[src/rtl/apb_gpio_completer.sv]
// apb_gpio_completer: APB completer with a small GPIO register file.
//
// Ports:
//   PCLK, PRESET         clock, synchronous active-high reset
//   PSEL .. PPROT        APB requester inputs (PPROT accepted and ignored)
//   PRDATA/PREADY/PSLVERR APB completer responses
//   gpio_in              asynchronous pin inputs (2-flop synchronized)
//   gpio_out, gpio_oe    pin drive value and per-pin output enable
//   irq                  registered level interrupt
//
// Register map (offset from BASE_ADDR):
//   0x00 DATA_OUT (RW), 0x04 DIR (RW), 0x08 DATA_IN (RO),
//   0x0C IRQ_MASK (RW), 0x10 IRQ_STATUS (W1C)  -- last two only with GPIO_IRQ_EN
//
// Build option: define GPIO_IRQ_EN to add rising-edge interrupt logic.
// Without it, 0x0C/0x10 behave as unmapped and irq is tied low.
//
// Phase FSM:
//   state     | meaning
//   ST_IDLE   | no transfer, or the cycle after a completed access
//   ST_SETUP  | setup phase seen (PSEL & !PENABLE)
//   ST_ACCESS | access phase in progress, waiting out WAIT_STATES
module apb_gpio_completer #(
    parameter int DATA_WIDTH   = 32,
    parameter int ADDR_WIDTH   = 32,
    parameter int STROBE_WIDTH = DATA_WIDTH / 8,
    parameter int GPIO_WIDTH   = 32,
    parameter int WAIT_STATES  = 1,
    parameter logic [ADDR_WIDTH-1:0] BASE_ADDR = '0
) (
    input  logic                    PCLK,
    input  logic                    PRESET,
    input  logic                    PSEL,
    input  logic                    PENABLE,
    input  logic                    PWRITE,
    input  logic [ADDR_WIDTH-1:0]   PADDR,
    input  logic [DATA_WIDTH-1:0]   PWDATA,
    input  logic [STROBE_WIDTH-1:0] PSTRB,
    input  logic [2:0]              PPROT,
    output logic [DATA_WIDTH-1:0]   PRDATA,
    output logic                    PREADY,
    output logic                    PSLVERR,
    input  logic [GPIO_WIDTH-1:0]   gpio_in,
    output logic [GPIO_WIDTH-1:0]   gpio_out,
    output logic [GPIO_WIDTH-1:0]   gpio_oe,
    output logic                    irq
);

    typedef enum logic [1:0] {ST_IDLE, ST_SETUP, ST_ACCESS} state_t;

    state_t                  state_q, state_d, phase;
    logic [3:0]              cnt_q, cnt_d;
    logic [GPIO_WIDTH-1:0]   data_out_q, data_out_d;
    logic [GPIO_WIDTH-1:0]   dir_q, dir_d;
    logic [GPIO_WIDTH-1:0]   s1_q, s2_q;

    logic                    ready;
    logic                    err;
    logic                    commit;
    logic                    mapped;
    logic                    read_only;
    logic [ADDR_WIDTH-1:0]   offset;
    logic [DATA_WIDTH-1:0]   rdata;
    logic [DATA_WIDTH-1:0]   wmask;
    logic [DATA_WIDTH-1:0]   merge_out;
    logic [DATA_WIDTH-1:0]   merge_dir;

`ifdef GPIO_IRQ_EN
    logic [GPIO_WIDTH-1:0]   s3_q;
    logic [GPIO_WIDTH-1:0]   mask_q, mask_d;
    logic [GPIO_WIDTH-1:0]   status_q, status_d;
    logic [DATA_WIDTH-1:0]   merge_mask;
    logic [DATA_WIDTH-1:0]   w1c_bits;
    logic                    irq_q, irq_d;
`endif

    logic unused_ok;
    assign unused_ok = ^PPROT;

    // State register and datapath flops
    always_ff @(posedge PCLK) begin
        if (PRESET) begin
            state_q    <= ST_IDLE;
            cnt_q      <= '0;
            data_out_q <= '0;
            dir_q      <= '0;
            s1_q       <= '0;
            s2_q       <= '0;
`ifdef GPIO_IRQ_EN
            s3_q       <= '0;
            mask_q     <= '0;
            status_q   <= '0;
            irq_q      <= 1'b0;
`endif
        end else begin
            state_q    <= state_d;
            cnt_q      <= cnt_d;
            data_out_q <= data_out_d;
            dir_q      <= dir_d;
            s1_q       <= gpio_in;
            s2_q       <= s1_q;
`ifdef GPIO_IRQ_EN
            s3_q       <= s2_q;
            mask_q     <= mask_d;
            status_q   <= status_d;
            irq_q      <= irq_d;
`endif
        end
    end

    // Next-state: the current bus phase is decoded from the pins, but an
    // access only counts if it follows a setup (or continues an unfinished
    // access). After the PREADY cycle the FSM falls back to IDLE, so a
    // requester holding PENABLE high cannot start a second access.
    always_comb begin
        phase = ST_IDLE;
        if (!PRESET && PSEL) begin
            if (!PENABLE)
                phase = ST_SETUP;
            else if (state_q == ST_SETUP || state_q == ST_ACCESS)
                phase = ST_ACCESS;
        end
        ready   = (phase == ST_ACCESS) && (cnt_q == 4'(WAIT_STATES));
        state_d = ready ? ST_IDLE : phase;
        cnt_d   = (phase == ST_ACCESS && !ready) ? cnt_q + 4'd1 : 4'd0;
    end

    // Address decode and read mux
    always_comb begin
        offset    = PADDR - BASE_ADDR;
        mapped    = 1'b0;
        read_only = 1'b0;
        rdata     = '0;
        case (offset)
            ADDR_WIDTH'('h00): begin mapped = 1'b1; rdata = DATA_WIDTH'(data_out_q); end
            ADDR_WIDTH'('h04): begin mapped = 1'b1; rdata = DATA_WIDTH'(dir_q); end
            ADDR_WIDTH'('h08): begin mapped = 1'b1; read_only = 1'b1; rdata = DATA_WIDTH'(s2_q); end
`ifdef GPIO_IRQ_EN
            ADDR_WIDTH'('h0C): begin mapped = 1'b1; rdata = DATA_WIDTH'(mask_q); end
            ADDR_WIDTH'('h10): begin mapped = 1'b1; rdata = DATA_WIDTH'(status_q); end
`endif
            default: ;
        endcase
        err    = (PADDR[1:0] != 2'b00) || !mapped || (PWRITE && read_only);
        commit = ready && PWRITE && !err;
    end

    // Outputs
    always_comb begin
        PREADY  = ready;
        PSLVERR = ready && err;
        PRDATA  = (ready && !err && !PWRITE) ? rdata : '0;
    end

    // Byte-strobed register writes
    always_comb begin
        wmask = '0;
        for (int i = 0; i < STROBE_WIDTH; i++)
            wmask[i*8 +: 8] = {8{PSTRB[i]}};
        merge_out  = (DATA_WIDTH'(data_out_q) & ~wmask) | (PWDATA & wmask);
        merge_dir  = (DATA_WIDTH'(dir_q) & ~wmask) | (PWDATA & wmask);
        data_out_d = data_out_q;
        dir_d      = dir_q;
        if (commit && offset == ADDR_WIDTH'('h00)) data_out_d = merge_out[GPIO_WIDTH-1:0];
        if (commit && offset == ADDR_WIDTH'('h04)) dir_d      = merge_dir[GPIO_WIDTH-1:0];
    end

`ifdef GPIO_IRQ_EN
    // A new rising edge wins over a W1C of the same bit in the same cycle.
    always_comb begin
        merge_mask = (DATA_WIDTH'(mask_q) & ~wmask) | (PWDATA & wmask);
        w1c_bits   = PWDATA & wmask;
        mask_d     = mask_q;
        status_d   = status_q;
        if (commit && offset == ADDR_WIDTH'('h0C)) mask_d = merge_mask[GPIO_WIDTH-1:0];
        if (commit && offset == ADDR_WIDTH'('h10)) status_d = status_q & ~w1c_bits[GPIO_WIDTH-1:0];
        status_d = status_d | (s2_q & ~s3_q);
        irq_d    = |(status_q & mask_q);
    end
    assign irq = irq_q;
`else
    assign irq = 1'b0;
`endif

    assign gpio_out = data_out_q;
    assign gpio_oe  = dir_q;

endmodule

[config.mk]
export PLATFORM = sky130hd
export DESIGN_NAME = apb_gpio_completer
export DESIGN_NICKNAME = d
export VERILOG_FILES = /design/src/rtl/apb_gpio_completer.sv
export SDC_FILE = /design/constraint.sdc
export NUM_CORES = 1
export LEC_CHECK = 0
export CAP_MARGIN = 10
export CELL_PAD_IN_SITES_DETAIL_PLACEMENT = 1
export CELL_PAD_IN_SITES_GLOBAL_PLACEMENT = 1
export CORE_MARGIN = 3
export CORE_UTILIZATION = 33
export CTS_CLUSTER_DIAMETER = 60
export DETAILED_ROUTE_END_ITERATION = 16
export PLACE_DENSITY = 0.92
export SLEW_MARGIN = 10
export SYNTH_ARGS = -nofsm -noshare
export SYNTH_HDL_FRONTEND = slang
export SYNTH_SLANG_ARGS = --single-unit
[constraint.sdc]
create_clock -name PCLK -period 2.7 [get_ports PCLK]
set_clock_uncertainty 0.1 [all_clocks]
set_input_delay 0.54 -clock PCLK [delete_from_list [all_inputs] [get_ports PCLK]]
set_output_delay 0.54 -clock PCLK [all_outputs]
set_load 0.01 [all_outputs]
# Word level (Yosys, flattened, before mapping)
# Index checks and enable logic that the tools add are counted.
# totals
ff_bits,134
latchBits,0
input_bits,108
out_inout_bits,99
rom_bits,0
mem_count,0
elab_cells,51
mem_bits_rw,0
# op_classes
n_mul,0
bitwise_logic,7
mux,7
n_shift,0
div,0
n_lt_le_gt_ge,0
n_addsub,1
n_reduce_logical,24
n_eq_ne,6
# op_table
operator,n
$and 32x32->32,3
$pmux 32 s3,1
$or 32x32->32,2
$eq 32x3->1 const B,1
$eq 32x4->1 const B,1
$logic_not 32->1,1
$mux 32,1
$not 32->32,1
$logic_and 1x1->1,11
$mux 2,3
$logic_not 1->1,5
$add 4x1->4 const B,1
$eq 2x2->1 const B,2
$eq 4x1->1 const B,1
$reduce_or 2->1,2
$logic_or 1x1->1,3
$reduce_or 3->1,1
$eq 2x1->1 const B,1
$mux 1,2
$reduce_bool 2->1,1
$not 1->1,1

# Logic depth before layout (Yosys ltp)
# Gate-level depths: netlist of the first run.
# logic_depth
depth_word,11
ltp_mapped,8
depth_no_buf,6

# Worst setup path before layout of the first run
# Ideal clock, no wire load.
# synth_timing
kind,reg2out
from,reg cnt_q[0]
to,out PRDATA[10]
t_arrival_ps,1692
t_required_ps,2060
stages_incl_launch_ff,8
setup_slack_ps,368
n_path_buf,2
cell_sequence,dfxtp_1 ha_1 nor3b_4 buf_4 and3_1 nand4_2 buf_2 nor2_1
# synth_via
elab_chain_len,5
# synth_rtl
element,line_no,rtl
"start, declared",52,"logic [3:0] cnt_q, cnt_d;"
"start signal, assigned",97,cnt_q <= cnt_d;
$eq 4x1->1,123,ready = (phase == ST_ACCESS) && (cnt_q == 4'(WAIT_STATES));
$logic_and 1x1->1,123,
named net PREADY,41,"output logic PREADY,"
$logic_and 1x1->1 (2 in a row),152,PRDATA = (ready && !err && !PWRITE) ? rdata : '0;
$mux 32,152,
"end, declared",40,"output logic [DATA_WIDTH-1:0] PRDATA,"
# The timed path passes the listed nets, and every way through them passes these cells.

==> results of run 1 <==
area by class of cell:
cell class | instances | area (um2)
Antenna cell | 2 | 5.005
Clock buffer | 18 | 429.2
Clock inverter | 14 | 136.4
Fill cell | 1900 | 7636
Inverter | 2 | 7.507
Multi-Input combinational cell | 444 | 3550
Sequential cell | 134 | 2685
Tap cell | 225 | 281.5
Timing Repair Buffer | 274 | 2566
cells in the final DEF, fill, tap and decap left out, types with 2 or more instances in the layout:
cell	Yosys	layout
sky130_fd_sc_hd__dlygate4sd2_1	0	8
sky130_fd_sc_hd__dfxtp_2	0	2
sky130_fd_sc_hd__nand4_2	3	2
sky130_fd_sc_hd__clkdlybuf4s15_2	0	5
sky130_fd_sc_hd__nor4_4	0	7
sky130_fd_sc_hd__nand2_1	2	2
sky130_fd_sc_hd__clkbuf_2	0	4
sky130_fd_sc_hd__a21oi_2	0	15
sky130_fd_sc_hd__clkdlybuf4s50_1	0	135
sky130_fd_sc_hd__nand3_1	2	2
sky130_fd_sc_hd__bufinv_16	0	2
sky130_fd_sc_hd__buf_2	20	35
sky130_fd_sc_hd__buf_12	0	6
sky130_fd_sc_hd__nor2_4	0	3
sky130_fd_sc_hd__o31ai_2	0	27
sky130_fd_sc_hd__and4b_1	4	4
sky130_fd_sc_hd__nor2_1	70	63
sky130_fd_sc_hd__and4bb_2	4	4
sky130_fd_sc_hd__clkinv_2	0	6
sky130_fd_sc_hd__clkdlybuf4s15_1	0	10
sky130_fd_sc_hd__nor2_2	0	4
sky130_fd_sc_hd__dfxtp_1	134	132
sky130_fd_sc_hd__diode_2	0	2
sky130_fd_sc_hd__clkbuf_16	0	21
sky130_fd_sc_hd__and4_1	10	8
sky130_fd_sc_hd__buf_4	9	54
sky130_fd_sc_hd__a21oi_1	97	82
sky130_fd_sc_hd__nand4_1	72	72
sky130_fd_sc_hd__o31ai_4	0	28
sky130_fd_sc_hd__and4_4	0	2
sky130_fd_sc_hd__nor2b_1	65	64
sky130_fd_sc_hd__o31ai_1	64	9
sky130_fd_sc_hd__buf_6	0	10
sky130_fd_sc_hd__mux2i_1	32	32
sky130_fd_sc_hd__clkinvlp_4	0	5
cells in the mapped netlist (2+ instances only):
master and n:
sky130_fd_sc_hd__ha_1 2, sky130_fd_sc_hd__buf_4 9, sky130_fd_sc_hd__a21oi_1 97, sky130_fd_sc_hd__mux2i_1 32, sky130_fd_sc_hd__nand3_1 2, sky130_fd_sc_hd__nor4_2 7
sky130_fd_sc_hd__inv_1 2, sky130_fd_sc_hd__nand2_1 2, sky130_fd_sc_hd__and4_1 10, sky130_fd_sc_hd__and4bb_2 4, sky130_fd_sc_hd__nor2b_1 65, sky130_fd_sc_hd__o31ai_1 64
sky130_fd_sc_hd__nor2_1 70, sky130_fd_sc_hd__nand4_1 72, sky130_fd_sc_hd__clkbuf_1 38, sky130_fd_sc_hd__and4b_1 4, sky130_fd_sc_hd__buf_2 20, sky130_fd_sc_hd__nand4_2 3
sky130_fd_sc_hd__dfxtp_1 134
per-stage QoR:
stage          setup TNS, ns  power [mW]  hold WS, ns  cell area, um2
6_report              -1.089       4.686       0.3346            9661
5_1_grt               -4.393       4.820       0.3494            9661
4_1_cts              -0.2448       4.642       0.3370            8887
3_5_place_dp          -30.97       2.421       0.3255            8140
3_3_place_gp          -19.67       2.412       0.3168            8140
2_1_floorplan              0       2.197       0.3138            5848
cell families (layout without fill, tap and decap cells):
group	count (synthesis)	count (layout)	share of synthesized area [%]
other	1	3	0.06412
AO/OA/AOI/OAI	163	163	16.75
flip-flops	134	134	45.87
adder cells (fa/ha/maj)	2	2	0.4278
AND/OR/NAND/NOR	243	243	25.33
XOR/XNOR	3	3	0.5778
buffers and inverters	70	308	5.499
multiplexers	32	32	5.477
critical path, stage by stage:
cell and delay, ns:
sky130_fd_sc_hd__clkbuf_2 0.11, sky130_fd_sc_hd__nor4_4 0.29, sky130_fd_sc_hd__buf_4 0.15, sky130_fd_sc_hd__buf_4 0.10, sky130_fd_sc_hd__buf_4 0.09, sky130_fd_sc_hd__buf_4 0.09
sky130_fd_sc_hd__buf_4 0.10, sky130_fd_sc_hd__buf_4 0.10, sky130_fd_sc_hd__buf_4 0.10, sky130_fd_sc_hd__buf_4 0.10, sky130_fd_sc_hd__buf_4 0.09, sky130_fd_sc_hd__buf_4 0.09
sky130_fd_sc_hd__nand4_1 0.10, sky130_fd_sc_hd__buf_6 0.20, sky130_fd_sc_hd__clkbuf_16 0.19, sky130_fd_sc_hd__o31ai_1 0.41, sky130_fd_sc_hd__a21oi_1 0.14
power by group through the flow:
stage | clock network, mW | logic (mW) | registers, mW
after floorplan | 0 | 0.124 | 2.07
after global placement | 0 | 0.334 | 2.08
after detailed placement | 0 | 0.341 | 2.08
after CTS | 2.25 | 0.350 | 2.04
after global routing | 2.39 | 0.389 | 2.04
final | 2.28 | 0.371 | 2.04
worst paths after layout:
path	slack, ns	from	depth (start not counted)	end
max	-0.14	PADDR[14]	17	flip-flop
min	0.33	s1_q[20]	1	s2_q[20]
max reg2reg	0.14	cnt_q[1]	8	flip-flop
min reg2reg	0.33	s1_q[20]	1	s2_q[20]
repair_timing:
action	in CTS	in global routing
pin swaps	5	37
gates resized for setup	221	126
cloned	1	7
setup buffers	26	7
setup endpoints to repair	34	97
metal layers:
metal	global-route usage (%)	part of all wire [%]	vias up
met2	41.22	47	423
li1	-	-	2839
met4	12.51	5.3	0
met5	0	0	-
met1	29.57	39	3205
met3	5.931	8.0	119
==> results.rst, run 1 <==
.. list-table::
   :header-rows: 1

   * - Metric
     - Value
   * - Run status
     - finished with violations
   * - Failing checks
     - negative setup slack
   * - Clk pin slew, worst setup/hold paths
     - 0.06 ns
   * - Setup Crit Path Kind
     - input port to flip-flop
   * - Synth cell types
     - 30
   * - Maximum number of pins on one net before global-route repair
     - 85
   * - Setup WS pre-CTS
     - -0.7032 ns
   * - Slew at the pin closest to its max-slew limit
     - 1.018 ns
   * - Critical path launch point type
     - input port
   * - Starting density of the core
     - 33.81%
   * - Share of flip-flops with an asynchronous set or reset after synthesis
     - 0%
   * - Total power divided by cell area
     - 485.1 mW/mm2
   * - Fraction of final layout cells sized beyond drive strength 1
     - 28.56%
   * - Final number of setup-violating endpoints
     - 22
   * - Share of total power in combinational logic
     - 7.9%
   * - Die footprint
     - 0.01935 mm2
   * - Total DRC errors in the routed layout
     - 0
   * - Clock root buffer
     - sky130_fd_sc_hd__clkbuf_16
   * - Design internal power
     - 3.569 mW
   * - Total congestion overflow after global routing
     - 0
   * - DIE HEIGHT
     - 139.1 um
   * - Worst Path Max Fanout
     - 8
   * - Cells after synthesis
     - 648
   * - Core ar.
     - 0.01730 mm2
   * - Count of port buffers added during placement
     - 202
   * - Area share of the largest cell type after synthesis
     - 45.87%
   * - Final Worst Setup Slack
     - -0.1415 ns
   * - Sort of element at the end of the critical path
     - flip-flop
   * - Cell count after placement
     - 1040
   * - Required time of the critical path
     - 2.87 ns
   * - Class of the tightest hold or removal check
     - flip-flop to flip-flop
   * - Final Cycle Share
     - 105.2%
   * - DRT iter0 DRCs
     - 815
   * - Count of non-filler cells in the finished layout
     - 1113
   * - Number of nets in the layout
     - 983
   * - Detail Placement HPWL
     - 15.69 mm
   * - Power spent charging and discharging nets
     - 1.117 mW
   * - Total GRT Usage
     - 24.66%
   * - Fin util
     - 55.85%
   * - Total wire length
     - 29.00 mm
   * - Netlist area before placement
     - 0.005848 mm2
   * - Ports
     - 207
   * - Fraction of power spent switching nets
     - 23.85%
   * - Number of hold-slack violations in the final timing report
     - 0
   * - Number of core rows
     - 48
   * - Routability congestion estimate from global placement
     - 0.8365
   * - WL per Instance
     - 26.06 um
   * - Number of register bits inferred by synthesis
     - 134
   * - Die width
     - 139.1 um
   * - Upper clock frequency limit
     - 351.9 MHz
   * - Residual antenna-violating net count after detailed routing
     - 0
   * - Number of levels in the clock H-tree
     - 4
   * - Number of global-route vias before repair
     - 6460
   * - Flop pwr share
     - 43.5%
   * - Routed vias/inst
     - 5.917
   * - Leakage power summed over all cells
     - 3.460 nW
   * - Most used DFF post-synth
     - sky130_fd_sc_hd__dfxtp_1
   * - Post-synth EDFFs
     - 0
   * - Clk sinks
     - 134
   * - Post-layout minimum cycle time
     - 2.841 ns
   * - Hold-fix buffer count after cts
     - 0
   * - Number of maximum-capacitance violations
     - 0
   * - Number of vias after detailed routing
     - 6586
   * - Average size of a mapped cell
     - 9.025 um2
   * - DRT Pass-1 Iters
     - 5
   * - Antenna violations before repair
     - 2
   * - Sequential element share of the synthesized area
     - 45.87%
   * - Final Slew Violations
     - 0
   * - Biggest area consumer among synthesized cells
     - sky130_fd_sc_hd__dfxtp_1
   * - Clock network latency to the later pin of the worst-skew pair
     - 0.43 ns
   * - Area delta synth->final
     - 65.19%
   * - Wire length of the first global-routing pass
     - 37.53 mm
   * - TritonCTS clock tree
     - built
   * - Normalized max-slew margin
     - 32.10%
   * - Largest vdd supply drop
     - 0.3690 mV
   * - Clock group share of total power
     - 48.6%
   * - Synth area leaders
     - sky130_fd_sc_hd__dfxtp_1 (46%), sky130_fd_sc_hd__a21oi_1 (8.3%), sky130_fd_sc_hd__o31ai_1 (8.2%), sky130_fd_sc_hd__nand4_1 (7.7%), sky130_fd_sc_hd__nor2b_1 (7.0%)
   * - Total of warnings raised by yosys
     - 0
   * - Unrepaired setup endpoints after global routing
     - true
   * - Maximum number of buffers from clock root to sink
     - 2
   * - Number of clock buffers inserted by TritonCTS
     - 17
   * - Arr. time, crit path
     - 3.01 ns
   * - Syn nets
     - 758
No activity file was read; power rests on OpenSTA's default activity.
==> inputs of run 2 (changes only) <==
- GPL_TIMING_DRIVEN: unset -> 0
- SKIP_LAST_GASP: unset -> 1
==> run 2 against run 1 <==
Effect of this change:
- via count up 12%
- sequential power about the same
- sequential share of layout area up 0.25 points
- die area unchanged
- the run still ends with negative setup slack left
- critical path depth down 9
- largest power group unchanged
- utilization down 0.49 points
- worst hold slack better by 0.00084 ns
- highest routed layer unchanged
- clock power up 8.8%
==> results.rst, run 2 (same netlist as run 1, synthesis figures left out) <==
.. list-table::
   :header-rows: 1

   * - Metric
     - Value
   * - Run status
     - finished with violations (unchanged)
   * - Failing checks
     - negative setup slack (unchanged)
   * - Arr. time, crit path
     - 2.33 ns (was 3.01 ns)
   * - Share of total power in combinational logic
     - 7.9% (about the same)
   * - DRT Pass-1 Iters
     - 6 (was 5)
   * - Count of port buffers added during placement
     - 202 (unchanged)
   * - Routed vias/inst
     - 6.426 (was 5.917)
   * - Min-Delay Startpoint
     - s1_q[18] (was s1_q[20])
   * - Unrepaired setup endpoints after global routing
     - true (unchanged)
   * - Post-layout minimum cycle time
     - 2.973 ns (was 2.841 ns)
   * - Die width
     - 139.1 um (unchanged)
   * - WL per Instance
     - 30.23 um (was 26.06 um)
   * - Detail Placement HPWL
     - 18.10 mm (was 15.69 mm)
   * - Critical path launch point
     - PENABLE (was PADDR[14])
   * - Number of nets in the layout
     - 1023 (was 983)
   * - Residual antenna-violating net count after detailed routing
     - 0 (unchanged)
   * - Total Negative Setup Slacks
     - -5.980 ns (was -1.089 ns)
   * - Final Slew Violations
     - 0 (unchanged)
   * - Hold-fix buffer count after cts
     - 0 (unchanged)
   * - Class of the tightest hold or removal check
     - flip-flop to flip-flop (unchanged)
   * - Count of buffering cells on the critical path with inverters included
     - 4 (was 13)
   * - Number of core rows
     - 48 (unchanged)
   * - Number of clock buffers inserted by TritonCTS
     - 17 (unchanged)
   * - Fraction of final layout cells sized beyond drive strength 1
     - 21.95% (was 28.56%)
   * - Power spent charging and discharging nets
     - 1.211 mW (was 1.117 mW)
   * - Upper clock frequency limit
     - 336.3 MHz (was 351.9 MHz)
   * - Total congestion overflow after global routing
     - 0 (unchanged)
   * - Register-to-register setup slack
     - -0.24 ns (was 0.14 ns)
   * - Routability congestion estimate from global placement
     - 0.8987 (was 0.8365)
   * - Crit Reg-Reg Startpoint
     - cnt_q[1] (unchanged)
   * - Largest vdd supply drop
     - 0.4511 mV (was 0.3690 mV)
   * - Most common cell after layout, fill and taps aside
     - sky130_fd_sc_hd__clkdlybuf4s50_1 (unchanged)
   * - Total power divided by cell area
     - 512.5 mW/mm2 (was 485.1 mW/mm2)
   * - Total GRT Usage
     - 32.97% (was 24.66%)
   * - Area used by multi-input combinational logic
     - 0.003183 mm2 (was 0.003550 mm2)
   * - Met3 Wirelength
     - 3.913 mm (was 2.327 mm)
   * - Clk pin slew, worst setup/hold paths
     - 0.06 ns (about the same)
   * - Total of fill cells in the finished design
     - 1893 (was 1900)
   * - Worst Reg2Reg Path Length in Cells
     - 9 (was 8)
   * - Die footprint
     - 0.01935 mm2 (unchanged)
   * - Design internal power
     - 3.697 mW (was 3.569 mW)
   * - Clock root buffer
     - sky130_fd_sc_hd__clkbuf_16 (unchanged)
   * - Met2 routed wirelength
     - 15.91 mm (was 13.76 mm)
   * - N_diodes
     - 0 (was 2)
   * - Worst path most repeated cell
     - sky130_fd_sc_hd__buf_6 (was sky130_fd_sc_hd__buf_4)
   * - DIE HEIGHT
     - 139.1 um (unchanged)
   * - Wire length the detailed router placed on met1
     - 12.15 mm (was 11.38 mm)
   * - Slowest cell on the critical path
     - sky130_fd_sc_hd__clkdlybuf4s50_1 (was sky130_fd_sc_hd__o31ai_1)
   * - Hold Path Depth
     - 1 (unchanged)
   * - Count of non-filler cells in the finished layout
     - 1150 (was 1113)
   * - Area delta synth->final
     - 63.74% (was 65.19%)
   * - Number of global-route vias before repair
     - 7744 (was 6460)
   * - TritonCTS clock tree
     - built (unchanged)
   * - Flop pwr share
     - 41.6% (was 43.5%)
   * - Number of vias after detailed routing
     - 7390 (was 6586)
   * - Clock network latency to the later pin of the worst-skew pair
     - 0.45 ns (was 0.43 ns)
   * - Ports
     - 207 (unchanged)
   * - Wire length of the first global-routing pass
     - 48.95 mm (was 37.53 mm)
   * - Combined flip-flop and latch cell area
     - 0.002685 mm2 (unchanged)
   * - Leakage power summed over all cells
     - 3.490 nW (was 3.460 nW)
   * - Number of maximum-capacitance violations
     - 0 (unchanged)
   * - Sort of element at the end of the critical path
     - output port (was flip-flop)
   * - Maximum number of pins on one net before global-route repair
     - 21 (was 85)
   * - Clock group share of total power
     - 50.5% (was 48.6%)
   * - Final Worst Setup Slack
     - -0.2732 ns (was -0.1415 ns)
   * - Cell count after placement
     - 1075 (was 1040)
   * - Largest stage delay on the critical path
     - 0.47 ns (was 0.41 ns)
   * - Total wire length
     - 34.76 mm (was 29.00 mm)
   * - Final number of setup-violating endpoints
     - 33 (was 22)
   * - Setup Crit Path Kind
     - input port to output port (was input port to flip-flop)
   * - Starting density of the core
     - 33.81% (unchanged)
   * - Number of cells on the critical path
     - 8 (was 17)
   * - Core ar.
     - 0.01730 mm2 (unchanged)
   * - Worst Path Max Fanout
     - 5 (was 8)
   * - CP delay by family, top
     - buffers and inverters (unchanged)
   * - Maximum number of buffers from clock root to sink
     - 2 (unchanged)
   * - Uppermost metal layer occupied by signal nets
     - met4 (unchanged)
   * - Setup WS pre-CTS
     - -1.152 ns (was -0.7032 ns)
   * - Highest-count cells in the layout ignoring fill and taps
     - sky130_fd_sc_hd__clkdlybuf4s50_1 (138), sky130_fd_sc_hd__dfxtp_1 (132), sky130_fd_sc_hd__a21oi_1 (93), sky130_fd_sc_hd__nand4_1 (72), sky130_fd_sc_hd__nor2b_1 (65) (was sky130_fd_sc_hd__clkdlybuf4s50_1 (135), sky130_fd_sc_hd__dfxtp_1 (132), sky130_fd_sc_hd__a21oi_1 (82), sky130_fd_sc_hd__nand4_1 (72), sky130_fd_sc_hd__nor2b_1 (64))
   * - Number of hold-slack violations in the final timing report
     - 0 (unchanged)
   * - Series of cell instances along the critical path
     - clkdlybuf4s50_1 > and3b_2 > and3_4 > nand4_4 > buf_6 > buf_6 > nor2_1 > buf_2 (was clkbuf_2 > nor4_4 > buf_4 > buf_4 > buf_4 > buf_4 > buf_4 > buf_4 > buf_4 > buf_4 > buf_4 > buf_4 > nand4_1 > buf_6 > clkbuf_16 > o31ai_1 > a21oi_1)
   * - Clk sinks
     - 134 (unchanged)
   * - Normalized max-slew margin
     - 44.10% (was 32.10%)
   * - Antenna violations before repair
     - 0 (was 2)
   * - Slew at the pin closest to its max-slew limit
     - 0.8314 ns (was 1.018 ns)
   * - Number of levels in the clock H-tree
     - 4 (unchanged)
   * - Required time of the critical path
     - 2.06 ns (was 2.87 ns)
   * - DRT iter0 DRCs
     - 876 (was 815)
   * - Fraction of power spent switching nets
     - 24.67% (was 23.85%)
   * - Final Cycle Share
     - 110.1% (was 105.2%)
   * - Critical path launch point type
     - input port (unchanged)
   * - Total DRC errors in the routed layout
     - 0 (unchanged)
[run 2: cell type report]
class / count / share of cell area (%)
Buffer: 63 / 4.038
Clock buffer: 20 / 4.665
Clock inverter: 11 / 1.594
Inverter: 2 / 0.07840
Multi-Input combinational cell: 444 / 33.24
Sequential cell: 134 / 28.04
Tap cell: 225 / 2.940
Timing Repair Buffer: 251 / 25.40
[run 2: timing repair]
item | 4_1_cts | 5_1_grt
gates cloned | 1 | 0
pin swaps | 37 | 15
buffers inserted | 40 | 10
endpoints found under the setup margin | 50 | 35
resized for setup | 269 | 65
[run 2: metrics by stage]
stage | total power, mW | utilization [%] | area [um2] | hold WS [ns]
global placement | 2.408 | 47.13 | 8152 | 0.3203
finish | 4.908 | 55.36 | 9575 | 0.3355
detailed placement | 2.418 | 47.13 | 8152 | 0.3247
CTS | 4.826 | 53.65 | 9279 | 0.3402
floorplan | 2.197 | - | 5848 | 0.3138
global route | 4.990 | 55.36 | 9575 | 0.3581
[run 2: final timing paths]
path	to
setup / recovery	PRDATA[10]
hold / removal	s2_q[18]
hold reg to reg	s2_q[18]
setup reg to reg	flip-flop
[run 2: routing by layer]
| metal | vias up | global-route usage [%] |
|---|---|---|
| met3 | 256 | 10.90 |
| met2 | 729 | 53.57 |
| met4 | 0 | 23.58 |
| met5 | - | 0 |
| met1 | 3501 | 36.13 |
| li1 | 2904 | - |
[run 2: power groups by stage]
stage                     sequential [mW]  combinational, mW  clock, mW
after floorplan                      2.07              0.124          0
after global placement               2.08              0.331          0
after detailed placement             2.08              0.339          0
after CTS                            2.04              0.359       2.43
after global routing                 2.04              0.403       2.54
final                                2.04              0.386       2.48
